`src/rtl/proc_fetch_pkg.sv`:
```
// Shared types and sizing helpers for the fetch unit and its FIFOs.
package proc_fetch_pkg;

    localparam int FETCH_MAX_INFLIGHT_LIMIT = 8;

    typedef struct packed {
        logic [31:0] pc;
        logic [31:0] inst;
    } fetch_entry_t;

    function automatic int inflight_width(input int max_inflight);
        return $clog2(max_inflight + 1);
    endfunction

endpackage

```
`src/rtl/proc_fetch_fifo.sv`:
```
// Small circular FIFO with synchronous flush; used for the PC tags and the response buffer.
module proc_fetch_fifo
    import proc_fetch_pkg::*;
#(
    parameter int  p_depth = 2,
    parameter type t_data  = logic [31:0]
) (
    input  logic                         clk,
    input  logic                         reset,
    input  logic                         flush,
    input  logic                         enq_val,
    input  t_data                        enq_data,
    input  logic                         deq_val,
    output t_data                        head,
    output logic [$clog2(p_depth+1)-1:0] count
);

    localparam int PTR_W = (p_depth > 1) ? $clog2(p_depth) : 1;
    localparam int CNT_W = $clog2(p_depth + 1);

    t_data            mem [p_depth];
    logic [PTR_W-1:0] rd_ptr;
    logic [PTR_W-1:0] wr_ptr;
    logic             do_enq;
    logic             do_deq;

    function automatic logic [PTR_W-1:0] ptr_inc(input logic [PTR_W-1:0] p);
        return (p == PTR_W'(p_depth - 1)) ? '0 : p + PTR_W'(1);
    endfunction

    assign do_deq = deq_val && (count != '0);
    assign do_enq = enq_val && ((count != CNT_W'(p_depth)) || do_deq);
    assign head   = mem[rd_ptr];

    always_ff @(posedge clk or posedge reset) begin
        if (reset) begin
            rd_ptr <= '0;
            wr_ptr <= '0;
            count  <= '0;
            for (int i = 0; i < p_depth; i++) begin
                mem[i] <= '0;
            end
        end else if (flush) begin
            rd_ptr <= '0;
            wr_ptr <= '0;
            count  <= '0;
        end else begin
            if (do_enq) begin
                mem[wr_ptr] <= enq_data;
                wr_ptr      <= ptr_inc(wr_ptr);
            end
            if (do_deq) begin
                rd_ptr <= ptr_inc(rd_ptr);
            end
            count <= count + CNT_W'(do_enq) - CNT_W'(do_deq);
        end
    end

endmodule

```
`src/rtl/proc_fetch_unit.sv`:
```
// F-stage fetch unit: pipelined imem requests, redirect squashing, buffered {pc, inst} to decode.
// Optional statistics counters are built when FETCH_STATS_EN is defined.
module proc_fetch_unit
    import proc_fetch_pkg::*;
#(
    parameter logic [31:0] p_reset_vector = 32'h200,
    parameter int          p_max_inflight = 2,
    parameter int          p_num_cores    = 1
) (
    input  logic        clk,
    input  logic        reset,
    output logic        imem_req_val,
    input  logic        imem_req_rdy,
    output logic [31:0] imem_req_addr,
    input  logic        imem_resp_val,
    output logic        imem_resp_rdy,
    input  logic [31:0] imem_resp_data,
    input  logic        redirect_val,
    input  logic [31:0] redirect_target,
    output logic        inst_val_F,
    input  logic        inst_rdy_D,
    output logic [31:0] inst_F,
    output logic [31:0] pc_out_F
`ifdef FETCH_STATS_EN
    ,
    output logic [31:0] stat_issued,
    output logic [31:0] stat_dropped,
    output logic [31:0] stat_stall_cycles
`endif
);

    localparam int CNT_W = inflight_width(p_max_inflight);

    logic [31:0]      pc_f;
    logic [CNT_W-1:0] inflight;
    logic [CNT_W-1:0] inflight_next;
    logic [CNT_W-1:0] drop_cnt;
    logic [CNT_W-1:0] buf_count;
    logic [CNT_W-1:0] pc_count;
    logic [CNT_W:0]   occ_sum;
    logic [31:0]      pc_head;
    fetch_entry_t     buf_head;
    fetch_entry_t     buf_enq_data;
    logic             buf_not_empty;
    logic             issue_fire;
    logic             resp_fire;
    logic             resp_drop;
    logic             buf_enq;
    logic             buf_deq;

    // Buffer slots are reserved at issue time, so a response always has somewhere to land.
    assign occ_sum       = {1'b0, inflight} + {1'b0, buf_count};
    assign imem_req_val  = !reset && (occ_sum < (CNT_W+1)'(p_max_inflight));
    assign imem_req_addr = pc_f;
    assign imem_resp_rdy = 1'b1;
    assign issue_fire    = imem_req_val && imem_req_rdy;

    assign resp_fire     = imem_resp_val && (inflight != '0);
    assign resp_drop     = resp_fire && ((drop_cnt != '0) || redirect_val);
    assign buf_enq       = resp_fire && !resp_drop;
    assign buf_enq_data  = '{pc: pc_head, inst: imem_resp_data};
    assign inflight_next = inflight + CNT_W'(issue_fire) - CNT_W'(resp_fire);

    assign buf_not_empty = (buf_count != '0);
    assign inst_val_F    = buf_not_empty && !redirect_val;
    assign buf_deq       = inst_val_F && inst_rdy_D;
    assign inst_F        = buf_not_empty ? buf_head.inst : '0;
    assign pc_out_F      = buf_not_empty ? buf_head.pc : '0;

    proc_fetch_fifo #(
        .p_depth (p_max_inflight),
        .t_data  (logic [31:0])
    ) u_pc_fifo (
        .clk      (clk),
        .reset    (reset),
        .flush    (1'b0),
        .enq_val  (issue_fire),
        .enq_data (pc_f),
        .deq_val  (resp_fire),
        .head     (pc_head),
        .count    (pc_count)
    );

    proc_fetch_fifo #(
        .p_depth (p_max_inflight),
        .t_data  (fetch_entry_t)
    ) u_resp_buf (
        .clk      (clk),
        .reset    (reset),
        .flush    (redirect_val),
        .enq_val  (buf_enq),
        .enq_data (buf_enq_data),
        .deq_val  (buf_deq),
        .head     (buf_head),
        .count    (buf_count)
    );

    // A redirect snapshots everything still outstanding, including this cycle's issue, as stale.
    always_ff @(posedge clk or posedge reset) begin
        if (reset) begin
            pc_f     <= p_reset_vector;
            inflight <= '0;
            drop_cnt <= '0;
        end else begin
            inflight <= inflight_next;
            if (redirect_val) begin
                pc_f     <= {redirect_target[31:2], 2'b00};
                drop_cnt <= inflight_next;
            end else begin
                if (issue_fire) begin
                    pc_f <= pc_f + 32'd4;
                end
                if (resp_fire && (drop_cnt != '0)) begin
                    drop_cnt <= drop_cnt - CNT_W'(1);
                end
            end
        end
    end

`ifdef FETCH_STATS_EN
    always_ff @(posedge clk or posedge reset) begin
        if (reset) begin
            stat_issued       <= '0;
            stat_dropped      <= '0;
            stat_stall_cycles <= '0;
        end else begin
            stat_issued       <= stat_issued + 32'(issue_fire);
            stat_dropped      <= stat_dropped + 32'(resp_drop);
            stat_stall_cycles <= stat_stall_cycles + 32'(imem_req_val && !imem_req_rdy);
        end
    end
`endif

    a_params_legal: assert property (@(posedge clk) disable iff (reset)
        (p_max_inflight >= 1) && (p_max_inflight <= FETCH_MAX_INFLIGHT_LIMIT) && (p_num_cores >= 1));

    a_resp_has_request: assert property (@(posedge clk) disable iff (reset)
        imem_resp_val |-> (inflight != '0));

    a_pc_tags_track_inflight: assert property (@(posedge clk) disable iff (reset)
        pc_count == inflight);

endmodule
```
`config.mk`:
```
export PLATFORM = sky130hd
export DESIGN_NAME = proc_fetch_unit
export DESIGN_NICKNAME = d
export VERILOG_FILES = /design/src/rtl/proc_fetch_pkg.sv /design/src/rtl/proc_fetch_fifo.sv /design/src/rtl/proc_fetch_unit.sv
export SDC_FILE = /design/constraint.sdc
export NUM_CORES = 1
export LEC_CHECK = 0
export ABC_AREA = 1
export CORE_ASPECT_RATIO = 2
export CORE_MARGIN = 1.5
export CORE_UTILIZATION = 49
export DETAILED_ROUTE_END_ITERATION = 10
export PLACE_DENSITY_LB_ADDON = 0.25
export SLEW_MARGIN = 20
export SYNTH_ARGS = -nofsm -noshare
export SYNTH_HDL_FRONTEND = slang
export SYNTH_SLANG_ARGS = --single-unit
```
`constraint.sdc`:
```
create_clock -name clk -period 7.62 [get_ports clk]
set_input_delay 1.524 -clock clk [delete_from_list [all_inputs] [get_ports clk]]
set_output_delay 1.524 -clock clk [all_outputs]
set_load 0.01 [all_outputs]
```
* After elaboration in Yosys (flattened, before gate mapping)
Cells that the tools add are included.
** Word-level totals
- Bits of input ports :: 70
- Logic and storage cells :: 98
- Bits in registers :: 236
** Cells by class
- Equal/unequal tests :: 2
- Bitwise operators :: 5
- Reduce and logical (&&, ||, !) cells :: 29
- Magnitude comparators :: 7
- Add/subtract/negate cells :: 13
- Muxes and demuxes :: 27
** Operators with widths (number)
- 2-to-1 mux 32 bit :: 8
- 2-to-1 mux 64 bit :: 4
- bitwise mux 128 bit :: 1
- bitwise mux 64 bit :: 1
- demux 64 bit (select 1 bit) :: 1
- adder 32 x 3 -> 32 bit (second input constant) :: 1
- demux 32 bit (select 1 bit) :: 1
- nonzero test 2 bit :: 8
- logical AND 1 bit :: 14
- >= comparator 2 bit (second input constant) :: 4
- 2-to-1 mux 1 bit :: 8
- NOT 1 -> 2 bit :: 4
- adder 2 x 1 -> 2 bit :: 3
- 2-to-1 mux 2 bit :: 3
- subtractor 2 x 1 -> 2 bit :: 3
- adder 1 bit (second input constant) :: 4
- less-than comparator 2 x 1 -> 1 bit (second input constant) :: 2
- inequality test 2 bit (second input constant) :: 2
- adder 2 x 2 -> 3 bit :: 1
- zero test 1 bit :: 3
- logical OR 1 bit :: 3
- less-than comparator 3 x 2 -> 1 bit (second input constant) :: 1
- AND reduction 2 bit :: 1
- subtractor 2 x 1 -> 2 bit (second input constant) :: 1
- NOT 1 bit :: 1

* Longest topological paths before layout
- Depth after elaboration :: 9
- Depth in mapped cells :: 13
- Mapped depth without buffers :: 12

* Hierarchy
From an unflattened synthesis, not the netlist that was laid out.
** Second synthesis, totals
- Cells, all modules :: 1758
- Area total of the unflattened synthesis :: 12688.4 µm²
** Modules (own cells, without submodules)
- proc_fetch_fifo (u_resp_buf) :: area each 6322.3 µm², cells each 810, times used 1
- proc_fetch_fifo (u_pc_fifo) :: area each 3278.1 µm², cells each 421, times used 1
- proc_fetch_unit :: area each 3088.0 µm², cells each 527, times used 1

* Least setup slack after synthesis
No wires, ideal clock.
- Kind :: input to register
- Start point :: in reset
- End point :: reg drop_cnt[1]
- Path slack :: -0.620 ns
- Cell stages on the path :: 9
- Buffers on the path :: 0
- Arrival :: 8.117 ns
- Data required time :: 7.497 ns
- Library setup time :: 0.123 ns
- Cell sequence :: inv_1 -> nand3_1 -> ha_1 -> inv_1 -> ha_1 -> xnor2_1 -> xnor2_1 -> o21ai_0 -> nand2_1
** On the way
- Longest elaborated chain between the ends :: 6
** RTL lines
- from (decl) :: line proc_fetch_unit.sv:11 : input logic reset,
- zero test 1 bit (no line)
- logical AND 1 bit :: line proc_fetch_unit.sv:53 : assign imem_req_val = !reset && (occ_sum < (CNT_W+1)'(p_max_inflight));
- logical AND 1 bit :: line proc_fetch_unit.sv:56 : assign issue_fire = imem_req_val && imem_req_rdy;
- adder 2 x 1 -> 2 bit :: line proc_fetch_unit.sv:62 : assign inflight_next = inflight + CNT_W'(issue_fire) - CNT_W'(resp_fire);
- subtractor 2 x 1 -> 2 bit :: line proc_fetch_unit.sv:62
- named net inflight_next[1] :: line proc_fetch_unit.sv:36 : logic [CNT_W-1:0] inflight_next;
- 2-to-1 mux 2 bit :: line proc_fetch_unit.sv:106 : if (redirect_val) begin
- to (signal assigned) :: line proc_fetch_unit.sv:108 : drop_cnt <= inflight_next;
- to (signal assigned) :: line proc_fetch_unit.sv:114 : drop_cnt <= drop_cnt - CNT_W'(1);
- to (decl) :: line proc_fetch_unit.sv:37 : logic [CNT_W-1:0] drop_cnt;
The timed path passes the listed nets, and every way through them passes these cells.
A chain may end at the register's enable or synchronous reset.

* Final worst setup path
- Start point :: in redirect_val
- End point :: out inst_val_F
** On the way
- Longest elaborated chain between the ends :: 2
** RTL lines
- from (decl) :: line proc_fetch_unit.sv:18 : input logic redirect_val,
- zero test 1 bit :: line proc_fetch_unit.sv:65 : assign inst_val_F = buf_not_empty && !redirect_val;
- logical AND 1 bit :: line proc_fetch_unit.sv:65
- to (decl) :: line proc_fetch_unit.sv:20 : output logic inst_val_F,
No other way between the ends.

==> results.json <==
{
  "grt.total_usage_pct": 22.7,
  "grt_pass1_vias": 8545,
  "final_antenna_net_count": 0,
  "rsz_0062_raised_after_global_routing": "false",
  "worstSetupPathType": "in2out",
  "antenna_cells_inserted": 0,
  "post-route-drc-count": 0,
  "synth_top_flop_cell": "sky130_fd_sc_hd__dfrtp_1",
  "vdd.ir_drop.worst_mv": 0.240,
  "clock_latency_ns": 0.51,
  "launching_point_of_the_worst_reg2reg_path": "inflight[0]$_DFF_PP0_",
  "vias": 8886,
  "final_layout_size_suffix_gt1_share_pct": 5.09,
  "grt_first_pass_wirelength_um": 42000,
  "grt_max_degree": 82,
  "cp-end-kind": "output pin",
  "num_rows": 76,
  "timing.max_cap.violations": 0,
  "cp.buffers_inverters": 2,
  "path_common_cell": "sky130_fd_sc_hd__clkdlybuf4s50_1",
  "ios": 169,
  "synth.area.top_cells": "sky130_fd_sc_hd__dfrtp_1 52%, sky130_fd_sc_hd__nand2_1 16%, sky130_fd_sc_hd__o21ai_1 5.6%",
  "place_hpwl_um": 16800,
  "placeableCoreArea_um2": 21600,
  "final-max-slew-violation-count": 0,
  "drt_iter0_markers": 547,
  "crit_path_start_kind": "input pin",
  "synth_xor_xnor_area_share_pct": 0.810,
  "postSynthAreaPerCell_um2": 8.20,
  "grt_use_met2_pct": 40.8,
  "layout.cells.most_common_list": "465 x sky130_fd_sc_hd__nand2_1, 224 x sky130_fd_sc_hd__dfrtp_1, 161 x sky130_fd_sc_hd__clkdlybuf4s50_1",
  "busiest_layer": "met2",
  "dp.cells": 1689,
  "setup_viol": 0,
  "worstRegToRegCells": 9,
  "async_flop_share_pct": 100,
  "synth_edf_count": 0,
  "post_synth_inst_count": 1318,
  "synth_compound_area_share_pct": 13.1,
  "clk_path_buf_depth": 3,
  "synth-seq-area-share_pct": 52.3,
  "synthDistinctLibCells": 34,
  "worst_setup_path_startpoint": "redirect_val",
  "hold_path_end": "u_pc_fifo.mem[7]$_DFFE_PP0P_",
  "yosys_register_bits": 226,
  "status": "finished, final reports clean",
  "power_mw": 4.43,
  "avgRoutedWirePerCell_um": 14.8,
  "instances_no_fill": 1727,
  "hold_depth": 2,
  "grt_antenna_before_repair": 0,
  "clock-root-buffer": "sky130_fd_sc_hd__clkbuf_16",
  "synth_largest_area_cell": "sky130_fd_sc_hd__dfrtp_1",
  "place_congestion": 0.913,
  "setup_total_negative_slack_ns": 0,
  "hold_class": "reg2reg",
  "post-cts-setup-buffers": 0,
  "design.final.nets": 1518,
  "fin_crit_sh_pct": 60.8,
  "wl_um": 25500,
  "critical_path_required_ns": 6.10,
  "synth_area_in_adders_pct": 1.11,
  "worst-slew-pin-transition_ns": 0.979,
  "die_x_um": 108,
  "finalHoldWorstSlack_ns": 0.476,
  "netlist_area_um2": 10800,
  "synth.yosys.warnings": 0,
  "tritoncts_num_sinks": 226,
  "drt-vias-per-instance": 5.15,
  "globalRouteOverflowTotal": 0,
  "power_density_nw_per_um2": 337,
  "yosysTopAreaCellShare_pct": 52.1,
  "first_pass_iters": 5,
  "fin_skew_ns": 0.0125,
  "min-delay-start": "u_pc_fifo.mem[7]$_DFFE_PP0P_",
  "tritoncts": "done",
  "crit_path_cell_trace": "clkdlybuf4s50_1, nor2_1, clkdlybuf4s50_1",
  "critPathMaxFanout": 10,
  "mostFrequentLayoutCell": "sky130_fd_sc_hd__nand2_1",
  "path_clk_slew_ns": 0.06,
  "timing.fmax_ghz": 0.216,
  "global_route.usage.met3_pct": 2.29,
  "reg2reg_slack_ns": 4.88,
  "worst_path_largest_cell_delay_ns": 0.74,
  "critical_path.slowest_cell": "sky130_fd_sc_hd__clkdlybuf4s50_1",
  "area_growth_pct": 21.4,
  "start_util_pct": 50.1,
  "post_synth_mux_area_share_pct": 2.78,
  "globalRouteMet1Util_pct": 28.1,
  "synth_top_family_by_area": "simple AND/OR/NAND/NOR gates",
  "overall_die_area_um2": 23000,
  "cp_top_family": "buffers and inverters",
  "hold_viol": 0,
  "die_height_um": 213,
  "worst_ep_arrival_time_ns": 3.11,
  "htreeDepth": 1,
  "hold_buffers_post_cts": 0,
  "worstReg2RegEnd": "imem_req_addr[11]$_DFFE_PP0P_",
  "min_period_ns": 4.63,
  "place.port_buffers": 161,
  "timing.slew.headroom_pct": 34.5,
  "cts_inserted_buffers": 21,
  "post_cts_resized": 0,
  "power_leakage_nw": 6.03,
  "synth-simple-area-share_pct": 21.8
}
==> cells by family after synthesis <==
logic type,Yosys count
other cells,2
flops,226
buf+inv,182
mux,30
compound gates,275
simple gates,584
xor+xnor,10
fa+ha+maj,9
==> worst reg2reg max path, cell delays in order (launching register included) <==
cell and delay [ns]:
sky130_fd_sc_hd__dfrtp_1 0.41, sky130_fd_sc_hd__nand2_1 0.08, sky130_fd_sc_hd__inv_1 0.04, sky130_fd_sc_hd__fa_1 0.45
sky130_fd_sc_hd__nor2_1 0.11, sky130_fd_sc_hd__nand3_1 0.18, sky130_fd_sc_hd__nand2_1 0.68, sky130_fd_sc_hd__inv_1 0.42
sky130_fd_sc_hd__nand2_1 0.15, sky130_fd_sc_hd__nand3_1 0.08
==> stage by stage <==
stage | util, % | worst slack [ns] | cell area [um^2]
2_1_floorplan | - | 1.16 | 10800
4_1_cts | 60.8 | 2.98 | 13100
5_1_grt | 60.8 | 2.89 | 13100
6_report | 60.8 | 2.99 | 13100
3_3_place_gp | 57.4 | 2.90 | 12400
3_5_place_dp | 57.4 | 2.83 | 12400
==> area by class of cell <==
cell class                 instances  area [um^2]
fill                            1972         8470
multi-input combinational        913         4300
sequential                       226         5660
inverter                         105          400
clock inverter                    11          119
tap                              273          342
timing repair buffer             172         1700
clock buffer                      27          608
==> how the worst max path moves through the flow <==
stage	endpoint	slack, ns	cells past startpoint
3_5_place_dp	u_pc_fifo.mem[30]$_DFFE_PP0P_	2.83	9
2_1_floorplan	drop_cnt[1]$_DFFE_PP0P_	1.16	9
5_1_grt	u_pc_fifo.mem[55]$_DFFE_PP0P_	2.89	9
6_report	inst_val_F	2.99	3
4_1_cts	inst_val_F	2.98	3
3_3_place_gp	imem_req_addr[4]$_DFFE_PP0P_	2.90	7
==> per-layer routing <==
layer | vias to the layer above | wire length (um)
li1 | 4454 | -
met1 | 4177 | 10600
met2 | 213 | 13200
met3 | 42 | 972
met4 | 0 | 747
met5 | - | 0
==> power by group <==
part	leakage [nW]	switching, mW	internal, mW
logic	2.75	0.765	0.579
clock network	0.363	0.456	0.635
registers	2.92	0.299	1.69
==> cell usage after synthesis (3+ instances only) <==
| library cell | n |
|---|---|
| sky130_fd_sc_hd__clkbuf_1 | 39 |
| sky130_fd_sc_hd__nand3_1 | 62 |
| sky130_fd_sc_hd__o21ai_0 | 77 |
| sky130_fd_sc_hd__a21oi_1 | 63 |
| sky130_fd_sc_hd__buf_4 | 9 |
| sky130_fd_sc_hd__nand2_2 | 4 |
| sky130_fd_sc_hd__buf_2 | 10 |
| sky130_fd_sc_hd__ha_1 | 8 |
| sky130_fd_sc_hd__nor2_1 | 43 |
| sky130_fd_sc_hd__inv_1 | 100 |
| sky130_fd_sc_hd__o21ai_2 | 6 |
| sky130_fd_sc_hd__nor2_2 | 3 |
| sky130_fd_sc_hd__inv_2 | 3 |
| sky130_fd_sc_hd__nand2_1 | 465 |
| sky130_fd_sc_hd__o21ai_1 | 122 |
| sky130_fd_sc_hd__buf_6 | 18 |
| sky130_fd_sc_hd__o211ai_1 | 6 |
| sky130_fd_sc_hd__dfrtp_1 | 225 |
| sky130_fd_sc_hd__xnor2_1 | 8 |
| sky130_fd_sc_hd__mux2i_1 | 30 |
==> state kept, by name, indices dropped and copies added (netlist names) <==
register           flops
u_pc_fifo.mem         60
u_resp_buf.mem       124
u_resp_buf.rd_ptr      1
imem_req_addr         30
drop_cnt               2
u_resp_buf.count       2
u_pc_fifo.wr_ptr       1
inflight               2
u_resp_buf.wr_ptr      1
u_pc_fifo.count        2
u_pc_fifo.rd_ptr       1
Power figures use the tool's default switching activity.
